[src/rtl/or1k_vector_stub_mem_pkg.sv]
// or1k_vector_stub_pkg: shared constants and types for the OR1K exception-vector
// stub slave.
//   OPC_L_J / L_NOP_WORD       : instruction encodings emitted into vector slots
//   CTI_* / BTE_LINEAR         : Wishbone B3 burst cycle-type and burst-type codes
//   stub_state_e               : bus FSM states
package or1k_vector_stub_pkg;

    localparam logic [5:0]  OPC_L_J     = 6'b000000;
    localparam logic [31:0] L_NOP_WORD  = 32'h15000000;

    localparam logic [2:0]  CTI_CLASSIC = 3'b000;
    localparam logic [2:0]  CTI_INCR    = 3'b010;
    localparam logic [2:0]  CTI_EOB     = 3'b111;
    localparam logic [1:0]  BTE_LINEAR  = 2'b00;

    typedef enum logic [1:0] {
        IDLE,
        WAIT,
        BEAT,
        BURST
    } stub_state_e;

endpackage

[src/rtl/or1k_vector_stub_mem_if.sv]
// or1k_vector_stub_mem_if: Wishbone B3 bus bundle between an instruction fetch
// master and the vector stub slave.
//   master modport : drives adr/dat_i/sel/we/cyc/stb/cti/bte, receives dat_o/ack/err
//   slave modport  : the mirror image
interface or1k_vector_stub_mem_if #(
    parameter int ADDR_WIDTH = 13
);
    logic [ADDR_WIDTH-1:0] wb_adr_i;
    logic [31:0]           wb_dat_i;
    logic [3:0]            wb_sel_i;
    logic                  wb_we_i;
    logic                  wb_cyc_i;
    logic                  wb_stb_i;
    logic [2:0]            wb_cti_i;
    logic [1:0]            wb_bte_i;
    logic [31:0]           wb_dat_o;
    logic                  wb_ack_o;
    logic                  wb_err_o;

    modport master (
        output wb_adr_i, wb_dat_i, wb_sel_i, wb_we_i, wb_cyc_i, wb_stb_i, wb_cti_i, wb_bte_i,
        input  wb_dat_o, wb_ack_o, wb_err_o
    );

    modport slave (
        input  wb_adr_i, wb_dat_i, wb_sel_i, wb_we_i, wb_cyc_i, wb_stb_i, wb_cti_i, wb_bte_i,
        output wb_dat_o, wb_ack_o, wb_err_o
    );
endinterface

[src/rtl/or1k_vector_stub_mem_gen.sv]
// or1k_vector_stub_gen: combinational stub-word generator.
//   adr       in  : byte address inside the vector region (low 2 bits ignored)
//   base      in  : byte address of the relocated handler table
//   word      out : l.j to the relocated handler for slot word 0, l.nop otherwise,
//                   zero when the vector is out of range
//   range_err out : vector number >= NUM_VECTORS
module or1k_vector_stub_gen
    import or1k_vector_stub_pkg::*;
#(
    parameter int ADDR_WIDTH    = 13,
    parameter int VECTOR_STRIDE = 3,
    parameter int SLOT_BITS     = 8,
    parameter int NUM_VECTORS   = 32
) (
    input  logic [ADDR_WIDTH-1:0] adr,
    input  logic [31:0]           base,
    output logic [31:0]           word,
    output logic                  range_err
);
    localparam int VEC_BITS = ADDR_WIDTH - SLOT_BITS;

    logic [VEC_BITS-1:0] vec;
    logic [31:0]         target;
    logic [31:0]         slot_start;
    logic [31:0]         off;
    logic                unused_bits;

    assign vec        = adr[ADDR_WIDTH-1:SLOT_BITS];
    assign target     = base + (32'(vec) << VECTOR_STRIDE);
    // l.j is PC-relative to the jump itself, which always sits at the slot start.
    assign slot_start = 32'(vec) << SLOT_BITS;
    assign off        = target - slot_start;
    assign range_err  = 32'(vec) >= 32'(NUM_VECTORS);

    always_comb begin
        word = L_NOP_WORD;
        if (range_err) begin
            word = '0;
        end else if (adr[SLOT_BITS-1:2] == '0) begin
            word = {OPC_L_J, off[27:2]};
        end
    end

    assign unused_bits = &{1'b0, adr[1:0], off[31:28], off[1:0]};

endmodule

[src/rtl/or1k_vector_stub_mem.sv]
// or1k_vector_stub_mem: Wishbone B3 slave that synthesises OR1K exception-vector
// stubs (l.j to relocated handler + l.nop fill) with no storage array.
// Registered ack/err/data, WAIT_STATES wait cycles before the first beat,
// linear incrementing bursts, err for vectors >= NUM_VECTORS.
//   clk_i : clock
//   rst_i : synchronous active-high reset
//   bus   : Wishbone slave modport (or1k_vector_stub_mem_if)
// Build option OR1K_VECTOR_STUB_RUNTIME_BASE_EN: word address 0 becomes a
// byte-writable base register (reset VECTOR_BASE) used in place of the constant.
//
// state | meaning
// IDLE  | no transfer; accepts a new request once ack/err of the last one is gone
// WAIT  | counting down wait states before the first beat
// BEAT  | first beat: registers ack/err + data; decides whether a burst follows
// BURST | back-to-back beats at incrementing addresses
module or1k_vector_stub_mem
    import or1k_vector_stub_pkg::*;
#(
    parameter logic [31:0] VECTOR_BASE   = 32'h00002000,
    parameter int          VECTOR_STRIDE = 3,
    parameter int          ADDR_WIDTH    = 13,
    parameter int          SLOT_BITS     = 8,
    parameter int          NUM_VECTORS   = 32,
    parameter int          WAIT_STATES   = 0
) (
    input  logic                   clk_i,
    input  logic                   rst_i,
    or1k_vector_stub_mem_if.slave  bus
);
    localparam logic [3:0]            WAIT_CNT = 4'(WAIT_STATES);
    localparam logic [ADDR_WIDTH-1:0] WORD_INC = ADDR_WIDTH'(4);

    stub_state_e           state, state_next;
    logic [3:0]            cnt, cnt_next;
    logic [ADDR_WIDTH-1:0] adr_q, adr_next;
    logic                  ack_next, err_next;
    logic [31:0]           dat_next;
    logic                  beat;
    logic                  req;
    logic                  burst_go;
    logic                  burst_end;
    logic [31:0]           base;
    logic [31:0]           gen_word;
    logic [31:0]           rd_word;
    logic                  gen_err;

    or1k_vector_stub_gen #(
        .ADDR_WIDTH    (ADDR_WIDTH),
        .VECTOR_STRIDE (VECTOR_STRIDE),
        .SLOT_BITS     (SLOT_BITS),
        .NUM_VECTORS   (NUM_VECTORS)
    ) u_gen (
        .adr       (adr_q),
        .base      (base),
        .word      (gen_word),
        .range_err (gen_err)
    );

    assign req       = bus.wb_cyc_i & bus.wb_stb_i;
    assign burst_go  = (bus.wb_cti_i == CTI_INCR) && (bus.wb_bte_i == BTE_LINEAR);
    assign burst_end = (bus.wb_cti_i == CTI_EOB) || (bus.wb_cti_i == CTI_CLASSIC) ||
                       (bus.wb_bte_i != BTE_LINEAR);

    always_comb begin
        state_next = state;
        cnt_next   = cnt;
        adr_next   = adr_q;
        beat       = 1'b0;
        case (state)
            IDLE: begin
                // Outputs are registered, so the master still shows the finished
                // request while ack/err is high; don't take it as a new one.
                if (req && !bus.wb_ack_o && !bus.wb_err_o) begin
                    adr_next   = {bus.wb_adr_i[ADDR_WIDTH-1:2], 2'b00};
                    cnt_next   = WAIT_CNT;
                    state_next = (WAIT_STATES == 0) ? BEAT : WAIT;
                end
            end
            WAIT: begin
                if (!req) begin
                    cnt_next   = '0;
                    state_next = IDLE;
                end else begin
                    cnt_next = cnt - 4'd1;
                    if (cnt == 4'd1) begin
                        state_next = BEAT;
                    end
                end
            end
            BEAT: begin
                beat = 1'b1;
                if (!gen_err && req && burst_go) begin
                    adr_next   = adr_q + WORD_INC;
                    state_next = BURST;
                end else begin
                    state_next = IDLE;
                end
            end
            BURST: begin
                if (!req) begin
                    state_next = IDLE;
                end else begin
                    beat     = 1'b1;
                    adr_next = adr_q + WORD_INC;
                    if (gen_err || burst_end) begin
                        state_next = IDLE;
                    end
                end
            end
            default: state_next = IDLE;
        endcase
    end

    always_comb begin
        ack_next = 1'b0;
        err_next = 1'b0;
        dat_next = '0;
        if (beat) begin
            ack_next = !gen_err;
            err_next = gen_err;
            dat_next = gen_err ? 32'h0 : rd_word;
        end
    end

`ifdef OR1K_VECTOR_STUB_RUNTIME_BASE_EN
    logic [31:0] base_q;
    logic        slot0;
    logic        base_wr;

    assign slot0   = (adr_q[ADDR_WIDTH-1:2] == '0);
    assign base_wr = beat && bus.wb_we_i && !gen_err && slot0;

    always_ff @(posedge clk_i) begin
        if (rst_i) begin
            base_q <= VECTOR_BASE;
        end else if (base_wr) begin
            for (int i = 0; i < 4; i++) begin
                if (bus.wb_sel_i[i]) begin
                    base_q[8*i +: 8] <= bus.wb_dat_i[8*i +: 8];
                end
            end
        end
    end

    assign base    = base_q;
    assign rd_word = slot0 ? base_q : gen_word;
`else
    logic unused_wr;

    assign base      = VECTOR_BASE;
    assign rd_word   = gen_word;
    assign unused_wr = &{1'b0, bus.wb_dat_i, bus.wb_sel_i, bus.wb_we_i};
`endif

    always_ff @(posedge clk_i) begin
        if (rst_i) begin
            state        <= IDLE;
            cnt          <= '0;
            adr_q        <= '0;
            bus.wb_ack_o <= 1'b0;
            bus.wb_err_o <= 1'b0;
            bus.wb_dat_o <= '0;
        end else begin
            state        <= state_next;
            cnt          <= cnt_next;
            adr_q        <= adr_next;
            bus.wb_ack_o <= ack_next;
            bus.wb_err_o <= err_next;
            bus.wb_dat_o <= dat_next;
        end
    end

endmodule

[src/flat_wrapper.sv]
// flat-port wrapper written by rule: the top's interface ports become plain ports
module or1k_vector_stub_mem_flat import or1k_vector_stub_pkg::*;
#(
    parameter logic [31:0] VECTOR_BASE   = 32'h00002000,
    parameter int          VECTOR_STRIDE = 3,
    parameter int          ADDR_WIDTH    = 13,
    parameter int          SLOT_BITS     = 8,
    parameter int          NUM_VECTORS   = 32,
    parameter int          WAIT_STATES   = 0
)
  (clk_i, rst_i, bus_wb_adr_i, bus_wb_dat_i, bus_wb_sel_i, bus_wb_we_i, bus_wb_cyc_i, bus_wb_stb_i, bus_wb_cti_i, bus_wb_bte_i, bus_wb_dat_o, bus_wb_ack_o, bus_wb_err_o);
  or1k_vector_stub_mem_if #(.ADDR_WIDTH(ADDR_WIDTH)) bus_i ();
  input  logic clk_i;
  input  logic rst_i;
  input wire logic [$bits(bus_i.wb_adr_i)-1:0] bus_wb_adr_i;
  input wire logic [$bits(bus_i.wb_dat_i)-1:0] bus_wb_dat_i;
  input wire logic [$bits(bus_i.wb_sel_i)-1:0] bus_wb_sel_i;
  input wire logic [$bits(bus_i.wb_we_i)-1:0] bus_wb_we_i;
  input wire logic [$bits(bus_i.wb_cyc_i)-1:0] bus_wb_cyc_i;
  input wire logic [$bits(bus_i.wb_stb_i)-1:0] bus_wb_stb_i;
  input wire logic [$bits(bus_i.wb_cti_i)-1:0] bus_wb_cti_i;
  input wire logic [$bits(bus_i.wb_bte_i)-1:0] bus_wb_bte_i;
  output wire logic [$bits(bus_i.wb_dat_o)-1:0] bus_wb_dat_o;
  output wire logic [$bits(bus_i.wb_ack_o)-1:0] bus_wb_ack_o;
  output wire logic [$bits(bus_i.wb_err_o)-1:0] bus_wb_err_o;
  assign bus_i.wb_adr_i = bus_wb_adr_i;
  assign bus_i.wb_dat_i = bus_wb_dat_i;
  assign bus_i.wb_sel_i = bus_wb_sel_i;
  assign bus_i.wb_we_i = bus_wb_we_i;
  assign bus_i.wb_cyc_i = bus_wb_cyc_i;
  assign bus_i.wb_stb_i = bus_wb_stb_i;
  assign bus_i.wb_cti_i = bus_wb_cti_i;
  assign bus_i.wb_bte_i = bus_wb_bte_i;
  assign bus_wb_dat_o = bus_i.wb_dat_o;
  assign bus_wb_ack_o = bus_i.wb_ack_o;
  assign bus_wb_err_o = bus_i.wb_err_o;
  or1k_vector_stub_mem #(.VECTOR_BASE(VECTOR_BASE), .VECTOR_STRIDE(VECTOR_STRIDE), .ADDR_WIDTH(ADDR_WIDTH), .SLOT_BITS(SLOT_BITS), .NUM_VECTORS(NUM_VECTORS), .WAIT_STATES(WAIT_STATES)) u_core (.clk_i(clk_i), .rst_i(rst_i), .bus(bus_i));
endmodule
[config.mk]
export PLATFORM = sky130hd
export DESIGN_NAME = or1k_vector_stub_mem_flat
export DESIGN_NICKNAME = d
export VERILOG_FILES = /design/src/rtl/or1k_vector_stub_mem_pkg.sv /design/src/rtl/or1k_vector_stub_mem_if.sv /design/src/rtl/or1k_vector_stub_mem_gen.sv /design/src/rtl/or1k_vector_stub_mem.sv /design/src/flat_wrapper.sv
export SDC_FILE = /design/constraint.sdc
export NUM_CORES = 1
export LEC_CHECK = 0
export CORE_MARGIN = 2
export CORE_UTILIZATION = 36
export DETAILED_ROUTE_END_ITERATION = 6
export PLACE_DENSITY = 0.77
export SYNTH_ARGS = -nofsm -noshare
export SYNTH_HDL_FRONTEND = slang
export SYNTH_SLANG_ARGS = --single-unit
[constraint.sdc]
create_clock -name clk_i -period 1.4 [get_ports clk_i]
set_input_delay 0.21 -clock clk_i [delete_from_list [all_inputs] [get_ports clk_i]]
set_output_delay 0.21 -clock clk_i [all_outputs]
set_load 0.02 [all_outputs]
==> results of run 1 <==
## metal layers
| layer | routed length [um] | global-route usage |
|---|---|---|
| met1 | 1910 | 0.212 |
| met2 | 2360 | 0.334 |
| met3 | 271 | 0.0447 |
| met4 | 147 | 0.0848 |
| met5 | 0 | 0 |
## timing repair
action                                  CTS  global route
hold buffers                              0             0
setup buffers                             5             0
cloned                                    0             0
gates resized for setup                  31            18
pin swaps                                 8             3
endpoints found under the setup margin   29            32
## report_power, final
part	total (mW)	switching, mW	leakage [nW]	internal [mW]
registers	0.930	0.0397	0.245	0.890
clock network	0.742	0.347	0.0472	0.395
logic	0.598	0.310	1.02	0.288
## state kept, by name, indices dropped and copies added (netlist names)
register and count:
u_core.cnt 4, u_core.bus.wb_ack_o 1, u_core.bus.wb_dat_o 12, u_core.adr_q 11, u_core.state 2
## kinds of logic after synthesis
logic type / after synthesis
AO/OA/AOI/OAI: 47
XOR/XNOR: 5
adder cells (fa/ha/maj): 4
buffers and inverters: 40
flip-flops: 30
multiplexers: 6
other: 1
AND/OR/NAND/NOR: 69
## cell type report
class	instances	area [um2]	area share
multi-input combinational	150	1110	0.418
timing repair buffer	83	738	0.277
sequential	30	607	0.228
tap	67	83.8	0.0315
clock buffer	6	82.6	0.0310
inverter	6	25.0	0.00940
clock inverter	2	12.5	0.00470
## worst paths after layout
kind / end / slack [ns] / depth (start not counted)
max: u_core.adr_q[10] / -0.10 / 6
min: u_core.cnt[3] / 0.52 / 2
max reg2reg: u_core.adr_q[10] / -0.10 / 6
min reg2reg: u_core.cnt[3] / 0.52 / 2
## synthesized netlist by cell type (2+ instances only)
| library cell | instances |
|---|---|
| sky130_fd_sc_hd__a211oi_1 | 4 |
| sky130_fd_sc_hd__a21oi_1 | 8 |
| sky130_fd_sc_hd__a31oi_1 | 5 |
| sky130_fd_sc_hd__and2_1 | 2 |
| sky130_fd_sc_hd__and3_1 | 9 |
| sky130_fd_sc_hd__and4_1 | 2 |
| sky130_fd_sc_hd__and4b_1 | 2 |
| sky130_fd_sc_hd__buf_2 | 6 |
| sky130_fd_sc_hd__buf_4 | 22 |
| sky130_fd_sc_hd__clkbuf_1 | 4 |
| sky130_fd_sc_hd__dfxtp_1 | 30 |
| sky130_fd_sc_hd__ha_1 | 4 |
| sky130_fd_sc_hd__inv_1 | 5 |
| sky130_fd_sc_hd__mux2i_1 | 6 |
| sky130_fd_sc_hd__nand2_1 | 10 |
| sky130_fd_sc_hd__nand3_1 | 7 |
| sky130_fd_sc_hd__nand4_1 | 3 |
| sky130_fd_sc_hd__nor2_1 | 13 |
| sky130_fd_sc_hd__nor2b_1 | 2 |
| sky130_fd_sc_hd__nor3_1 | 4 |
| sky130_fd_sc_hd__nor4_1 | 7 |
| sky130_fd_sc_hd__o211ai_1 | 2 |
| sky130_fd_sc_hd__o21a_1 | 2 |
| sky130_fd_sc_hd__o21ai_0 | 4 |
| sky130_fd_sc_hd__o21ai_1 | 2 |
| sky130_fd_sc_hd__o311ai_0 | 2 |
| sky130_fd_sc_hd__o31a_1 | 2 |
| sky130_fd_sc_hd__o41ai_1 | 4 |
| sky130_fd_sc_hd__xnor2_1 | 2 |
| sky130_fd_sc_hd__xor2_1 | 3 |
## worst min-delay path: stages, from the launching register on
cell and delay (ns):
sky130_fd_sc_hd__dfxtp_1 0.35, sky130_fd_sc_hd__xor2_1 0.07, sky130_fd_sc_hd__nor2_1 0.07
## layout by cell type (no fill, tap or decap), types with 6 or more instances in the layout
cell type and n:
sky130_fd_sc_hd__a21oi_1 8, sky130_fd_sc_hd__nor2_1 11, sky130_fd_sc_hd__dlygate4sd2_1 8, sky130_fd_sc_hd__buf_4 45, sky130_fd_sc_hd__conb_1 19, sky130_fd_sc_hd__dfxtp_1 27
sky130_fd_sc_hd__mux2i_1 6, sky130_fd_sc_hd__and3_1 9, sky130_fd_sc_hd__clkdlybuf4s50_1 16, sky130_fd_sc_hd__nand2_1 10, sky130_fd_sc_hd__dlymetal6s2s_1 10, sky130_fd_sc_hd__nand3_1 7
sky130_fd_sc_hd__clkbuf_8 6
## stage by stage
| step | utilization | setup WS (ns) |
|---|---|---|
| after floorplan | - | 0.00183 |
| after global placement | 0.503 | -0.444 |
| after detailed placement | 0.503 | -0.478 |
| after CTS | 0.550 | -0.0863 |
| after global routing | 0.564 | -0.177 |
| final | 0.564 | -0.103 |
==> Flow_metrics.wiki, run 1 <==
{| class="wikitable"
! Metric !! Value
|-
| Outcome || finished with violations
|-
| Violations in the final reports || negative setup slack
|-
| Dominant combinational cell family by area after synthesis || simple AND/OR/NAND/NOR gates
|-
| Cell area after technology mapping || about 1800 um2
|-
| Number of cells in the design after placement || 332
|-
| Starting density of the core || 0.374
|-
| Hold Path Origin || u_core.cnt[3]
|-
| Maximum clock rate || between 0.6 and 0.7 GHz
|-
| Number of CTS-inserted buffers || 5
|-
| Placed inst area || about 2400 um2
|-
| Number of antenna violations at the first check in global routing || 0
|-
| Setup violators final || 9
|-
| Count of synthesis-stage warnings from yosys || 0
|-
| Compound-Gate Fraction of Synth Area || 0.206
|-
| Yosys top cell area share || 0.340
|-
| Number of maximum-capacitance violations || 0
|-
| N_diodes || 0
|-
| R2R Path Start || u_core.state[0]
|-
| Fraction of synthesized area in multiplexers || 0.0340
|-
| Worst hold slack || about 0.52 ns
|-
| Flops & latches, synth || 30
|-
| Fraction of layout instances using a drive strength above 1 || 0.300
|-
| IO Pins || 93
|-
| Total non-filler cell area in the finished layout || ~2700 um2
|-
| Clock latency at the later pin of the worst-skew pair || 0.29 ns
|-
| EDFF count, synth || 0
|-
| Sequential fraction of the synthesis area || 0.340
|-
| Final Worst Setup Slack || -0.103 ns
|-
| DRC Markers || 0
|-
| Number of vias per cell || 5.22
|-
| Cell at the root of the clock tree || sky130_fd_sc_hd__clkbuf_8
|-
| Setup skew after layout || 0.00846 ns
|-
| Power per cell area || 852 nW/um2
|-
| Largest cells by area after synthesis || sky130_fd_sc_hd__dfxtp_1 34%, sky130_fd_sc_hd__buf_4 9.4%, sky130_fd_sc_hd__mux2i_1 3.4%, sky130_fd_sc_hd__and3_1 3.2%, sky130_fd_sc_hd__ha_1 2.8%
|-
| Maximum clock path buffer count || 2
|-
| Core footprint || 4720 um2
|-
| Growth of design area from synthesis to finish || 50.8%
|-
| Number of H-tree branching levels || 2
|-
| Vias in the first global route || 1737
|-
| Global route overflow || 0
|-
| Unrepaired setup endpoints after global routing || yes
|-
| Number of unique standard cell types used by synthesis || 54
|-
| Endpoint kind of the worst setup timing path || register
|-
| Maximum ir drop on the vdd rail || 497 uV
|-
| Max-slew violations || 0
|-
| Count of buffers from port buffering || 34
|-
| Net total in the final layout || 339
|-
| Min Clock Period, post-route || 1.50 ns
|-
| Clock transition time at the flip-flop clock pins of the worst setup and hold paths || 0.07 ns
|-
| Final critical-path share of the clock period || 1.07
|-
| Placed wire-length estimate || 3.34 mm
|-
| Filler Cell Count || 419
|-
| Post-synthesis cell count || 202
|-
| Fraction of registers with async set/reset || 0
|-
| Die Width || 74.0 um
|-
| Detail-routed net length per standard cell || 13.6 um
|-
| Pin count of the biggest net entering global routing || 15
|-
| Simple-gate share of the synthesized area || 0.223
|-
| Global-route wire length before repair || 7.94 mm
|-
| Hold violation total from the final report || 0
|-
| Final RePlAce weighted congestion || around 0.87
|-
| Standby leakage power || 1.31 nW
|-
| Xor and xnor area share after synthesis || 0.0248
|-
| Count of routing violations after the opening detailed-route iteration || 57
|-
| Residual antenna-violating net count after detailed routing || 0
|-
| Slowest stage cell on the critical path || sky130_fd_sc_hd__dfxtp_4
|-
| Ordered list of cells on the worst path || nor4b_4 -> a221oi_4 -> buf_4 -> buf_6 -> o311ai_4 -> o41ai_2
|-
| Worst setup path class || reg2reg
|-
| Delay of the slowest cell on the worst path || around 0.36 ns
|-
| GRT Total Usage || 0.188
|-
| CTS tree || yes
|-
| DIE AREA || 5480 um2
|-
| TNS Setup || -0.370 ns
|-
| Post-layout power || 2.27 mW
|-
| Finished Layout Cells || approximately 340
|-
| Worst Path Buf+Inv || 2
|-
| Largest area contributor in the netlist || sky130_fd_sc_hd__dfxtp_1
|-
| DRT Wirelength || roughly 4.7 mm
|-
| Num rows || 25
|-
| Primary FF master, synth || sky130_fd_sc_hd__dfxtp_1
|-
| Required time at the worst-slack endpoint || 1.56 ns
|-
| Clk sinks || 30
|-
| Die span in y || ~74 um
|-
| Tightest Hold Check Type || reg2reg
|-
| Crit-path leading delay family || compound AO/OA/AOI/OAI gates
|-
| CP startpoint kind || register
|-
| Total iterations of the first detailed-routing run || 4
|-
| Mapped Avg Cell Area || between 8 and 9 um2
|-
| Critical Path Fanout Max || 4
|-
| Post-synthesis share of cell area spent on full adders, half adders and majority gates || 0.0283
|-
| Data arrival, critical path || roughly 1.7 ns
|-
| Worst setup path startpoint || u_core.state[0]
|-
| Via count of the routed design || 1795
|}
Note: power is estimated with default switching activity, not from simulation.
==> run 2, diff against run 1 <==
--- a/config.mk
+++ b/config.mk
@@ -8,7 +8,7 @@
 export CORE_MARGIN = 2
 export CORE_UTILIZATION = 36
 export DETAILED_ROUTE_END_ITERATION = 6
-export PLACE_DENSITY = 0.77
+export PLACE_DENSITY = 0.83
 export SYNTH_ARGS = -nofsm -noshare
 export SYNTH_HDL_FRONTEND = slang
 export SYNTH_SLANG_ARGS = --single-unit
==> Flow_metrics.wiki, run 2 (synthesis gave the netlist of run 1 again) <==
{| class="wikitable"
! Metric !! Value
|-
| Number of cells in the design after placement || 328 (-1.2%)
|-
| Die span in y || 74.0 um (unchanged)
|-
| Num rows || 25 (unchanged)
|-
| Fraction of layout instances using a drive strength above 1 || 0.364 (+0.0640)
|-
| Starting density of the core || 0.374 (unchanged)
|-
| Maximum clock path buffer count || 2 (unchanged)
|-
| Min Clock Period, post-route || 1.50 ns (-0.00708 ns)
|-
| Maximum clock rate || 0.668 GHz (+0.47%)
|-
| Clock latency at the later pin of the worst-skew pair || 0.29 ns (about the same)
|-
| R2R Setup Slk || -0.1 ns (about the same)
|-
| Detail-routed net length per standard cell || 14.6 um (+7.1%)
|-
| Standby leakage power || 1.32 nW (+1.1%)
|-
| IO Pins || 93 (unchanged)
|-
| Placed inst area || 2350 um2 (-1.3%)
|-
| N_diodes || 0 (unchanged)
|-
| Hold violation total from the final report || 0 (unchanged)
|-
| Endpoint kind of the worst setup timing path || register
|-
| Growth of design area from synthesis to finish || 54.5%
|-
| Worst slack after detailed placement || -0.634 ns (-0.156 ns)
|-
| Most frequent cells in the layout || 44 x sky130_fd_sc_hd__buf_4, 21 x sky130_fd_sc_hd__dfxtp_1, 19 x sky130_fd_sc_hd__conb_1
|-
| Global route overflow || 0 (unchanged)
|-
| Critical Path Fanout Max || 8 (+4)
|-
| Hold Path Origin || u_core.cnt[3]
|-
| Capture endpoint of the worst hold path || u_core.cnt[3]
|-
| TNS Setup || -0.551 ns (-0.182 ns)
|-
| Outcome || finished with violations
|-
| Clock transition time at the flip-flop clock pins of the worst setup and hold paths || 0.07 ns (about the same)
|-
| Pin count of the biggest net entering global routing || 14 (-1)
|-
| Tightest Hold Check Type || reg2reg
|-
| Setup violators final || 9 (unchanged)
|-
| DRC Markers || 0 (unchanged)
|-
| DIE AREA || 5480 um2 (unchanged)
|-
| Number of maximum-capacitance violations || 0 (unchanged)
|-
| Unrepaired setup endpoints after global routing || yes
|-
| GRT Total Usage || 0.188 (+0.000668)
|-
| Power per cell area || 821 nW/um2 (-3.7%)
|-
| Worst setup path class || reg2reg
|-
| Residual antenna-violating net count after detailed routing || 0 (unchanged)
|-
| Number of cells on the worst hold path || 2 (unchanged)
|-
| Worst hold slack || 0.519 ns (-0.00559 ns)
|-
| Core footprint || 4720 um2 (unchanged)
|-
| Leading cell type in the layout, fill and taps excluded || sky130_fd_sc_hd__buf_4
|-
| R2R Path Start || u_core.state[0]
|-
| Max FFs per register || 12 (unchanged)
|-
| Post-layout power || 2.24 mW (-1.4%)
|-
| DRT Wirelength || 5.00 mm (+6.5%)
|-
| Total non-filler cell area in the finished layout || 2730 um2 (+2.4%)
|-
| Vias in the first global route || 1639 (-5.6%)
|-
| Number of H-tree branching levels || 2 (unchanged)
|-
| Final critical-path share of the clock period || 1.07 (-0.00506)
|-
| Critical R2R Capture || u_core.adr_q[6]
|-
| Number of antenna violations at the first check in global routing || 0 (unchanged)
|-
| Number of vias per cell || 5.17 (-0.87%)
|-
| CTS tree || yes
|-
| Setup skew after layout || 0.00897 ns (+0.000504 ns)
|-
| Cell at the root of the clock tree || sky130_fd_sc_hd__clkbuf_8
|-
| Registers with the highest flip-flop counts || u_core.bus.wb_dat_o (12), u_core.adr_q (11), u_core.cnt (4)
|-
| Max-slew violations || 0 (unchanged)
|-
| Die Width || 74.0 um (unchanged)
|-
| Required time at the worst-slack endpoint || 1.57 ns (about the same)
|-
| CP startpoint kind || register
|-
| Filler Cell Count || 412 (-1.7%)
|-
| Count of buffers from port buffering || 34 (unchanged)
|-
| Clk sinks || 30 (unchanged)
|-
| Maximum ir drop on the vdd rail || 348 uV (-30%)
|-
| Worst Reg2Reg Path Length in Cells || 6 (unchanged)
|-
| Final Worst Setup Slack || -0.0962 ns (+0.00708 ns)
|-
| Net total in the final layout || 337 (-0.59%)
|-
| Final RePlAce weighted congestion || 0.844 (-3.2%)
|-
| Number of CTS-inserted buffers || 5 (unchanged)
|-
| Violations in the final reports || negative setup slack
|-
| Global-route wire length before repair || 7.71 mm (-2.8%)
|-
| Count of routing violations after the opening detailed-route iteration || 92 (+61%)
|-
| Utilization of the core after routing || 0.577 (+0.0138)
|-
| Worst setup path startpoint || u_core.state[0]
|-
| Data arrival, critical path || 1.67 ns (about the same)
|-
| Largest reg by FF count || u_core.bus.wb_dat_o
|-
| Placed wire-length estimate || 3.32 mm (-0.41%)
|-
| Via count of the routed design || 1769 (-1.4%)
|-
| Finished Layout Cells || 342 (-0.58%)
|-
| Total iterations of the first detailed-routing run || 4 (unchanged)
|}
[run 2: cell types whose count changed in the layout (fill, tap and decap cells not counted), sizes merged]
cell / change
clkdlybuf4s15: +1
a221oi: +1
clkbuf: +1
buf: -3
clkinvlp: -1
dlymetal6s2s: +2
dlygate4sd2: -3
[run 2: cell type report]
class,instances,area (um2),share of cell area
clock buffer,7,86.3,0.0317
clock inverter,1,5.00,0.00183
inverter,6,25.0,0.00917
multi-input combinational,151,1190,0.438
sequential,30,617,0.226
tap,67,83.8,0.0307
timing repair buffer,80,717,0.263
[run 2: critical path, stage by stage, from the launching register on]
cell	delay, ns
sky130_fd_sc_hd__dfxtp_4	0.37
sky130_fd_sc_hd__buf_4	0.14
sky130_fd_sc_hd__buf_4	0.12
sky130_fd_sc_hd__a221o_1	0.32
sky130_fd_sc_hd__buf_6	0.15
sky130_fd_sc_hd__a31oi_2	0.21
sky130_fd_sc_hd__a211oi_2	0.06
[run 2: what timing repair did]
item / 4_1_cts / 5_1_grt
setup buffers: 5 / 0
setup endpoints to repair: 18 / 39
gates resized for setup: 29 / 40
pin swaps: 15 / 15
hold buffers: 0 / 0
gates cloned: 1 / 0
[run 2: report_power, final]
group          internal [mW]  switching (mW)  total [mW]
Sequential             0.892          0.0463       0.939
Combinational          0.263           0.313       0.576
Clock                  0.396           0.328       0.723
[run 2: worst max-delay path by stage]
stage	cells past startpoint	slack (ns)	to
after CTS	6	-0.09	u_core.adr_q[5]
after global routing	5	-0.16	u_core.adr_q[3]
after global placement	5	-0.55	u_core.adr_q[2]
after detailed placement	5	-0.63	u_core.adr_q[3]
after floorplan	5	0.002	u_core.adr_q[11]
final	6	-0.1	u_core.adr_q[6]
[run 2: metal layers]
metal	routed length [um]	track usage	up-vias	part of all wire
li1	-	-	855	-
met1	2100	0.226	845	0.42
met2	2540	0.322	64	0.51
met3	308	0.0474	5	0.062
met4	50	0.0747	0	0.010
met5	0	0	-	0
==> run 3, diff against run 2 <==
--- a/config.mk
+++ b/config.mk
@@ -5,10 +5,11 @@
 export SDC_FILE = /design/constraint.sdc
 export NUM_CORES = 1
 export LEC_CHECK = 0
+export ABC_AREA = 1
 export CORE_MARGIN = 2
-export CORE_UTILIZATION = 36
+export CORE_UTILIZATION = 35
 export DETAILED_ROUTE_END_ITERATION = 6
-export PLACE_DENSITY = 0.83
+export PLACE_DENSITY = 0.82
 export SYNTH_ARGS = -nofsm -noshare
 export SYNTH_HDL_FRONTEND = slang
 export SYNTH_SLANG_ARGS = --single-unit
==> Flow_metrics.wiki, run 3 <==
{| class="wikitable"
! Metric !! Value
|-
| Registers with the highest flip-flop counts || u_core.bus.wb_dat_o (12), u_core.adr_q (11), u_core.cnt (4)
|-
| Mapped Avg Cell Area || 6.62 um2 (-24%)
|-
| TNS Setup || 0 ns (+0.551 ns)
|-
| Final Worst Setup Slack || 0.0185 ns (+0.115 ns)
|-
| Filler Cell Count || 460 (+12%)
|-
| R2R Setup Slk || 0.06 ns (+0.16 ns)
|-
| Count of synthesis-stage warnings from yosys || 0 (unchanged)
|-
| Internal power of the cells || 1.50 mW (-3.3%)
|-
| Final RePlAce weighted congestion || 0.830 (-1.6%)
|-
| Count of buffers from port buffering || 34 (unchanged)
|-
| Standby leakage power || 1.25 nW (-5.3%)
|-
| Via count of the routed design || 1695 (-4.2%)
|-
| Total iterations of the first detailed-routing run || 4 (unchanged)
|-
| Vias in the first global route || 1484 (-9.5%)
|-
| Global route overflow || 0 (unchanged)
|-
| Number of CTS-inserted buffers || 5 (unchanged)
|-
| Slowest stage cell on the critical path || sky130_fd_sc_hd__clkdlybuf4s50_1
|-
| Maximum clock rate || 0.724 GHz (+8.3%)
|-
| Capture endpoint of the worst hold path || u_core.bus.wb_dat_o[2]
|-
| Core footprint || 4720 um2 (unchanged)
|-
| Data arrival, critical path || 1.55 ns (-0.12 ns)
|-
| Clock latency at the later pin of the worst-skew pair || 0.29 ns (about the same)
|-
| Primary FF master, synth || sky130_fd_sc_hd__dfxtp_1
|-
| Largest area contributor in the netlist || sky130_fd_sc_hd__dfxtp_1
|-
| Cell with the most instances after synthesis || sky130_fd_sc_hd__nand2_1
|-
| Number of cells on the worst hold path || 2 (unchanged)
|-
| Fraction of registers with async set/reset || 0 (unchanged)
|-
| GRT Total Usage || 0.144 (-0.0443)
|-
| Num rows || 25 (unchanged)
|-
| Share of total power in sequential cells || 0.438 (+0.019)
|-
| Flops & latches, synth || 30 (unchanged)
|-
| Delay of the slowest cell on the worst path || 0.50 ns (+0.13 ns)
|-
| Yosys top cell area share || 0.349 (+0.00865)
|-
| Detail-routed net length per standard cell || 9.97 um (-32%)
|-
| Top cells by count, synth || 68 x sky130_fd_sc_hd__nand2_1, 32 x sky130_fd_sc_hd__inv_1, 30 x sky130_fd_sc_hd__dfxtp_1
|-
| Number of H-tree branching levels || 2 (unchanged)
|-
| DIE AREA || 5500 um2 (+0.28%)
|-
| Number of antenna violations at the first check in global routing || 0 (unchanged)
|-
| Max-slew violations || 0 (unchanged)
|-
| Tightest Hold Check Type || reg2reg
|-
| CTS tree || yes
|-
| Pin count of the biggest net entering global routing || 18 (+4)
|-
| Post-synthesis cell count || 260 (+29%)
|-
| Fraction of layout instances using a drive strength above 1 || 0.169 (-0.195)
|-
| Outcome || completed
|-
| Die span in y || 74.1 um (+0.14%)
|-
| Clock transition time at the flip-flop clock pins of the worst setup and hold paths || 0.06 ns (about the same)
|-
| Setup violators final || 0 (-9)
|-
| Worst Reg2Reg Path Length in Cells || 5 (-1)
|-
| Endpoint kind of the worst setup timing path || register
|-
| Worst setup path class || in2reg
|-
| Min Clock Period, post-route || 1.38 ns (-0.115 ns)
|-
| Worst hold slack || 0.505 ns (-0.0140 ns)
|-
| Largest cells by area after synthesis || sky130_fd_sc_hd__dfxtp_1 35%, sky130_fd_sc_hd__nand2_1 15%, sky130_fd_sc_hd__buf_4 10%, sky130_fd_sc_hd__inv_1 7.0%, sky130_fd_sc_hd__nor2_1 6.1%
|-
| Cell at the root of the clock tree || sky130_fd_sc_hd__clkbuf_8
|-
| Power per cell area || 927 nW/um2 (+13%)
|-
| Placed inst area || 2140 um2 (-8.8%)
|-
| Largest reg by FF count || u_core.bus.wb_dat_o
|-
| Most frequent cells in the layout || 66 x sky130_fd_sc_hd__nand2_1, 32 x sky130_fd_sc_hd__inv_1, 27 x sky130_fd_sc_hd__dfxtp_1
|-
| Max FFs per register || 12 (unchanged)
|-
| R2R Path Start || u_core.state[1]
|-
| CP startpoint kind || input port
|-
| Total net switching power || 0.663 mW (-3.4%)
|-
| Growth of design area from synthesis to finish || 35.5%
|-
| Clk sinks || 30 (unchanged)
|-
| Count of routing violations after the opening detailed-route iteration || 131 (+42%)
|-
| Switch share || 0.307 (about the same)
|-
| Residual antenna-violating net count after detailed routing || 0 (unchanged)
|-
| Leading cell type in the layout, fill and taps excluded || sky130_fd_sc_hd__nand2_1
|-
| Number of hold-repair buffers added at the cts stage || 0 (unchanged)
|-
| Fraction of power consumed by the clock network || 0.332 (+0.009)
|-
| EDFF count, synth || 0 (unchanged)
|-
| Worst slack after detailed placement || -0.335 ns (+0.299 ns)
|-
| Number of maximum-capacitance violations || 0 (unchanged)
|-
| Required time at the worst-slack endpoint || 1.57 ns (about the same)
|-
| Sequential fraction of the synthesis area || 0.349 (+0.00865)
|-
| Unrepaired setup endpoints after global routing || yes
|-
| Number of unique standard cell types used by synthesis || 26 (-52%)
|-
| Final critical-path share of the clock period || 0.987 (-0.0819)
|-
| Hold violation total from the final report || 0 (unchanged)
|-
| Total non-filler cell area in the finished layout || 2330 um2 (-14%)
|-
| Part of the power in combinational logic || 0.230 (-0.027)
|-
| Maximum clock path buffer count || 2 (unchanged)
|-
| Critical R2R Capture || u_core.adr_q[2]
|-
| Number of vias per cell || 4.45 (-14%)
|-
| DRT Wirelength || 3.80 mm (-24%)
|-
| Maximum ir drop on the vdd rail || 469 uV (+35%)
|-
| Hold Path Origin || u_core.adr_q[9]
|-
| Ordered list of cells on the worst path || clkdlybuf4s50_1 -> nand2_2 -> o21ai_2 -> nand3_4 -> o21ai_0 -> a21oi_1
|-
| DRC Markers || 0 (unchanged)
|-
| Setup skew after layout || 0.00362 ns (-0.00534 ns)
|-
| Die Width || 74.1 um (+0.14%)
|-
| Net total in the final layout || 376 (+12%)
|-
| Finished Layout Cells || 381 (+11%)
|-
| Cell area after technology mapping || 1720 um2 (-2.5%)
|-
| Placed wire-length estimate || 2.78 mm (-16%)
|-
| Global-route wire length before repair || 6.13 mm (-21%)
|-
| N_diodes || 0 (unchanged)
|-
| Number of cells in the design after placement || 369 (+13%)
|-
| Starting density of the core || 0.365 (-0.00927)
|-
| Critical Path Fanout Max || 7 (-1)
|-
| IO Pins || 93 (unchanged)
|}
run 3: cell types whose count changed after synthesis, moves of 5 or more:
cell / previous run / this run
sky130_fd_sc_hd__inv_1: 5 / 32
sky130_fd_sc_hd__nor4_1: 7 / 0
sky130_fd_sc_hd__a31oi_1: 5 / 0
sky130_fd_sc_hd__nand3_1: 7 / 16
sky130_fd_sc_hd__and3_1: 9 / 0
sky130_fd_sc_hd__o21ai_0: 4 / 12
sky130_fd_sc_hd__mux2i_1: 6 / 0
sky130_fd_sc_hd__nand2_1: 10 / 68
sky130_fd_sc_hd__nor2_1: 13 / 28
run 3: layout make-up:
type	instances	area (um2)	area share
clock inverters	2	12.5	0.00536
repair buffers	53	498	0.213
inverters	36	140	0.0601
multi-input cells	187	912	0.391
well taps	67	83.8	0.0359
flip-flops and latches	30	604	0.259
clock buffers	6	82.6	0.0354
run 3: how the worst max path moves through the flow:
| stage | end | from | slack (ns) |
|---|---|---|---|
| floorplan | u_core.adr_q[10] | u_core.adr_q[2] | 0.12 |
| global placement | u_core.adr_q[7] | bus_wb_cyc_i | -0.27 |
| detailed placement | u_core.adr_q[9] | bus_wb_cyc_i | -0.34 |
| CTS | bus_wb_dat_o[7] | u_core.bus.wb_dat_o[7] | 0.002 |
| global route | u_core.adr_q[11] | bus_wb_stb_i | -0.05 |
| finish | u_core.adr_q[2] | bus_wb_stb_i | 0.02 |
run 3: stage by stage:
| step | total power, mW | utilization |
|---|---|---|
| floorplan | 1.31 | - |
| global placement | 1.41 | 0.453 |
| detailed placement | 1.43 | 0.453 |
| CTS | 2.14 | 0.473 |
| global route | 2.27 | 0.494 |
| finish | 2.16 | 0.494 |
run 3: kinds of logic after synthesis:
logic type,count (synthesis),share of synthesized area
flip-flops,30,0.349
buffers and inverters,62,0.191
AND/OR/NAND/NOR,134,0.340
other,1,0.00218
adder cells (fa/ha/maj),4,0.0291
AO/OA/AOI/OAI,29,0.0887
run 3: power by group through the flow:
stage               logic (mW)  clock network [mW]  registers [mW]
finish                   0.497               0.719           0.947
global route             0.559               0.759           0.953
CTS                      0.467               0.737           0.941
detailed placement       0.467                   0           0.960
global placement         0.452                   0           0.959
floorplan                0.345                   0           0.961
run 3: critical path: cells and delay by family:
kind,cells,cell delay [ns]
AO/OA/AOI/OAI,3,0.56
buffers and inverters,1,0.50
AND/OR/NAND/NOR,2,0.29
run 3: metal layers:
layer	track usage	vias to the layer above	wire (um)	share of wire
met4	0.0808	0	93	0.024
met1	0.165	728	1560	0.41
met5	0	-	0	0
li1	-	881	-	-
met3	0.0379	14	297	0.078
met2	0.243	72	1850	0.49
run 3: what timing repair did:
| action | 4_1_cts | 5_1_grt |
|---|---|---|
| setup endpoints to repair | 12 | 24 |
| setup buffers | 0 | 3 |
| gates resized for setup | 9 | 24 |
| gates cloned | 0 | 1 |
| hold endpoints to repair | 0 | 0 |
| pin swaps | 0 | 3 |
